<file path="config.mk">
export PLATFORM = sky130hd
export DESIGN_NAME = hit_life_ctrl
export DESIGN_NICKNAME = d
export VERILOG_FILES = /design/src/rtl/hit_life_ctrl.sv
export SDC_FILE = /design/constraint.sdc
export NUM_CORES = 1
export LEC_CHECK = 0
export CAP_MARGIN = 20
export CORE_MARGIN = 2
export CORE_UTILIZATION = 25
export DETAILED_ROUTE_END_ITERATION = 6
export GPL_ROUTABILITY_DRIVEN = 0
export GPL_TIMING_DRIVEN = 0
export PLACE_DENSITY = 0.38
export RECOVER_POWER = 100
export SYNTH_ARGS = -nofsm -noshare
export SYNTH_HDL_FRONTEND = slang
export SYNTH_SLANG_ARGS = --single-unit
export TNS_END_PERCENT = 100
</file>
<file path="constraint.sdc">
create_clock -name clk -period 3.03 [get_ports clk]
set_input_delay 0.606 -clock clk [delete_from_list [all_inputs] [get_ports clk]]
set_output_delay 0.606 -clock clk [all_outputs]
set_load 0.005 [all_outputs]
</file>
<file path="src/rtl/hit_life_ctrl.sv">
// Turns the collision flag into lives, a frame-timed invincibility window and a game-over latch.
// Optional macro HIT_BLINK_EN: when defined the plane blinks during invincibility.
module hit_life_ctrl #(
  parameter int LIVES      = 3,
  parameter int INV_FRAMES = 120,
  parameter int BLINK_DIV  = 8
) (
  input  logic       clk,
  input  logic       rst_n,
  input  logic       frame_tick,
  input  logic       start,
  input  logic       check,
  output logic [2:0] lives,
  output logic       hit_pulse,
  output logic       invincible,
  output logic       plane_visible,
  output logic       game_over
);

  localparam logic [1:0] S_IDLE   = 2'd0;
  localparam logic [1:0] S_ALIVE  = 2'd1;
  localparam logic [1:0] S_INVULN = 2'd2;
  localparam logic [1:0] S_OVER   = 2'd3;

  localparam logic [2:0] LIVES_INIT = 3'(LIVES);
  localparam logic [7:0] INV_LAST   = 8'(INV_FRAMES);

  // Reject out-of-range configurations at elaboration time.
  if (LIVES < 1 || LIVES > 7 || INV_FRAMES < 1 || INV_FRAMES > 255 ||
      BLINK_DIV < 1 || BLINK_DIV > 255) begin : g_bad_param
    $error("hit_life_ctrl: parameter out of range");
  end

  // Exposed for checkers and debug probes.
  logic [1:0] state;
  logic [7:0] inv_cnt;

`ifdef HIT_BLINK_EN
  localparam logic [7:0] BLINK_LAST = 8'(BLINK_DIV);
  logic [7:0] blink_cnt;
`endif

  always_ff @(posedge clk or negedge rst_n) begin
    if (!rst_n) begin
      state         <= S_IDLE;
      lives         <= LIVES_INIT;
      hit_pulse     <= 1'b0;
      invincible    <= 1'b0;
      plane_visible <= 1'b1;
      game_over     <= 1'b0;
      inv_cnt       <= 8'd0;
`ifdef HIT_BLINK_EN
      blink_cnt     <= 8'd0;
`endif
    end else begin
      hit_pulse <= 1'b0;
      case (state)
        S_IDLE: begin
          if (start) begin
            state <= S_ALIVE;
            lives <= LIVES_INIT;
          end
        end
        S_ALIVE: begin
          if (check) begin
            hit_pulse <= 1'b1;
            // <= 1 rather than == 1 so lives can never wrap below zero.
            if (lives <= 3'd1) begin
              state         <= S_OVER;
              lives         <= 3'd0;
              game_over     <= 1'b1;
              plane_visible <= 1'b0;
            end else begin
              state      <= S_INVULN;
              lives      <= lives - 3'd1;
              invincible <= 1'b1;
              inv_cnt    <= 8'd0;
`ifdef HIT_BLINK_EN
              plane_visible <= 1'b0;
              blink_cnt     <= 8'd0;
`endif
            end
          end
        end
        S_INVULN: begin
          if (frame_tick) begin
            inv_cnt <= inv_cnt + 8'd1;
`ifdef HIT_BLINK_EN
            if (blink_cnt + 8'd1 == BLINK_LAST) blink_cnt <= 8'd0;
            else                                blink_cnt <= blink_cnt + 8'd1;
`endif
            if (inv_cnt + 8'd1 == INV_LAST) begin
              state         <= S_ALIVE;
              invincible    <= 1'b0;
              plane_visible <= 1'b1;
            end
`ifdef HIT_BLINK_EN
            else if (blink_cnt + 8'd1 == BLINK_LAST) begin
              plane_visible <= ~plane_visible;
            end
`endif
          end
        end
        default: begin
          // Game over holds until a restart; a simultaneous check is dropped.
          if (start) begin
            state         <= S_ALIVE;
            lives         <= LIVES_INIT;
            game_over     <= 1'b0;
            plane_visible <= 1'b1;
          end
        end
      endcase
    end
  end

endmodule

</file>
==> summary.md <==
| Metric | Value |
|---|---|
| Status | completed |
| Pins over their slew limit | 0 |
| Slowest stage delay, CP | 0.58 ns |
| Vias | 828 |
| Worst skew pair latency | 0.25 ns |
| Worst slew pin tran | 0.827 ns |
| Vias in the first global route | 789 |
| DR WL met3 | 93 um |
| WL/cell | 12.8 um |
| DRC marker count from the first detailed-route iteration | 60 |
| Setup slack, reg-to-reg | 1.04 ns |
| Crit-path cells | dlygate4sd3_1 -> inv_1 -> or2_0 -> inv_1 -> a21oi_4 -> o21ai_0 -> a22o_1 |
| Post-CTS Setup Bufs | 0 |
| Startpoint Class | input port |
| Final worst slack | 1.01 ns |
| CTS tree | built |
| Post-synth net total | 118 |
| Hold path start | game_over |
| Worst Skew | 0.00505 ns |
| CP Class | in -> reg |
| Clk sinks | 17 |
| WP data required | 3.18 ns |
| R2r endpoint | inv_cnt[2] |
| First-pass GRT wire length | 3730 um |
| Clk buf depth | 2 |
| Final Cycle Share | 66.6% |
| Sum of routed wire segments on met1 | 1180 um |
| Tot GR Track Use | 10.9% |
| Vias/cell | 4.73 |
| P per Cell Area | 682 nW/um^2 |
| H-tree Lvls | 1 |
| Initial core utilization | 25.9% |
| Cell variety after synth | 36 |
| Num CTS Buffers | 3 |
| Routed wl met2 | 950 um |
| 1st-pass router iterations | 4 |
| Residual DRC | 0 |
| Post-Syn Instances | 110 |
| DPL Wire Length | 1640 um |
| Top cell by count, worst path | inv_1 |
| Layout cell share with drive strength beyond 1 | 10.4% |
| Endpoints failing setup | 0 |
| Rel. slew slack | 44.7% |
| Hold path endpoint | game_over |
| Die extent in x | 68.2 um |
| Hold Path Depth | 2 |
| RSZ-0062 raised after global routing | false |
| Crit path DAT | 2.16 ns |
| Post-CTS Resized | 0 |
| Final Hold Vio Count | 0 |
| Hold Path Class | reg -> reg |
| Crit path time final | 2.02 ns |
| ANT nets after route | 0 |
| VDD IR max | 182 uV |
| Die Ht | 68.2 um |
| Post-route setup TNS | 0 ns |
| I/O pin count | 12 |
| Grt ovf | 0 |
| Syn-to-layout area delta | 20.2% |
| Fill cell count | 420 |
| Register area share after synthesis | 41.7% |
| Input/output buffers | 11 |
| Mapped Area | 1030 um^2 |
| Leakage power | 0.518 nW |
| Largest net degree at the start of global routing | 18 |
| Initial antenna violation count | 0 |
| YS warnings | 0 |
| Overall die area | 4650 um^2 |
| Reg clk slew, reported paths | 0.07 ns |
| Slowest-stage cell, CP | dlygate4sd3_1 |
| Max Cap Viol | 0 |
| Hold Buf Count CTS | 0 |
| CP Capture Type | flop |
| N_diodes | 0 |
| CP max FO | 9 |
| Std-Cell Core Area | 3970 um^2 |
| Row cnt | 23 |
| Top layer in use | met4 |
| Dpl ws | 0.943 ns |
| Nets | 134 |
| Synthesis-stage register bit count | 17 |
| Syn_area_per_cell | 9.36 um^2 |
| Fmax | 495 MHz |
| Post-Route WL | 2240 um |
| Root Buffer | clkbuf_8 |
| Worst R2R Path Depth | 6 |
| R2r startpoint | lives[1] |
-- cell usage after synthesis (all sizes together) --
| master | number | area [um^2] |
|---|---|---|
| a22o | 2 | 17.5 |
| dfstp | 3 | 78.8 |
| nand4b | 1 | 8.76 |
| nand3b | 2 | 15.0 |
| ha | 3 | 37.5 |
| o41ai | 1 | 8.76 |
| o21a | 3 | 22.5 |
| a31oi | 3 | 18.8 |
| xor2 | 1 | 16.3 |
| nand3 | 6 | 40.0 |
| nor2 | 9 | 33.8 |
| buf | 5 | 37.5 |
| a221o | 1 | 10.0 |
| o211ai | 2 | 15.0 |
| nand2 | 6 | 22.5 |
| inv | 5 | 18.8 |
| nor2b | 3 | 18.8 |
| mux2i | 1 | 10.0 |
| and3 | 1 | 6.26 |
| o22ai | 1 | 6.26 |
| a21oi | 7 | 57.6 |
| clkbuf | 1 | 3.75 |
| o21ai | 18 | 90.1 |
| a21boi | 1 | 7.51 |
| nand4 | 5 | 46.3 |
| nand2b | 1 | 6.26 |
| or2 | 2 | 12.5 |
| and2 | 2 | 12.5 |
| dfrtp | 14 | 350 |
-- sequential cells by signal, indices dropped and copies added (netlist names) --
register / count
invincible: 1
game_over: 1
lives: 3
plane_visible: 1
state: 2
inv_cnt: 8
hit_pulse: 1
-- cell families (layout without fill, tap and decap cells) --
logic type      Yosys count  in the layout  synth area share (%)
flops                    17             17                  41.7
xor+xnor                  1              1                  1.58
mux                       1              1                 0.972
compound gates           39             39                  24.7
fa+ha+maj                 3              3                  3.65
buf+inv                  11             26                  5.83
simple gates             38             38                  21.6
-- placed cells by master, fill, tap and decap left out, types with 2 or more instances in the layout --
cell / n
a21oi_4: 2
clkdlybuf4s50_1: 3
ha_1: 3
nor2b_1: 3
nand2_1: 6
clkbuf_8: 3
dfstp_1: 2
dfrtp_1: 14
nand4_1: 4
nor2_1: 9
dlygate4sd3_1: 8
o21a_1: 3
clkbuf_1: 2
nand3_1: 6
nand3b_1: 2
and2_1: 2
or2_0: 2
o21ai_0: 17
a31oi_1: 3
buf_6: 2
a22o_1: 2
a21oi_1: 5
o211ai_1: 2
buf_2: 3
inv_1: 5
-- area by class of cell --
class                      count  area (um^2)  area share [%]
buffer                         6         41.3            3.34
clock buffer                   4         45.0            3.64
inverter                       5         18.8            1.52
multi-input combinational     82          531            42.9
sequential                    17          429            34.7
tap                           50         62.6            5.06
timing repair buffer          11          110            8.90
-- per-layer routing --
layer	global-route usage [%]	vias to the layer above
li1	-	427
met1	14.8	387
met3	2.14	2
met5	0	-
met2	16.4	12
met4	5.25	0
-- worst max-delay path: cells and delay by family --
family	cells	cell delay [ns]
buffers and inverters	3	0.79
AND/OR/NAND/NOR	1	0.18
AO/OA/AOI/OAI	3	0.58
-- stage by stage --
step / instance area, um^2 / power, mW / std cells / hold WS, ns / utilization (%)
finish: 1240 / 0.844 / 175 / 0.477 / 31.2
global route: 1240 / 0.920 / 175 / 0.507 / 31.2
CTS: 1250 / 0.885 / 175 / 0.497 / 31.4
detailed placement: 1200 / 0.701 / 171 / 0.480 / 30.3
global placement: 1200 / 0.702 / 171 / 0.476 / 30.3
floorplan: 1030 / 0.563 / 110 / 0.310 / -
-- power by group --
group	internal, mW	total [mW]	switching [mW]	leakage (nW)
Combinational	0.147	0.334	0.186	0.284
Sequential	0.288	0.337	0.0484	0.211
Clock	0.0933	0.174	0.0808	0.0228
Total	0.529	0.844	0.316	0.518
-- how the worst max path moves through the flow --
stage               cells past startpoint  slack, ns          to       start
detailed placement                      6       0.94  inv_cnt[7]  frame_tick
global route                            6       0.86  inv_cnt[3]    lives[1]
finish                                  7       1.01  inv_cnt[7]       check
CTS                                     1       1.08    lives[0]    lives[0]
global placement                        6       0.94  inv_cnt[7]  frame_tick
floorplan                               7       1.45    state[1]  inv_cnt[0]
Note: power is estimated with default switching activity, not from simulation.
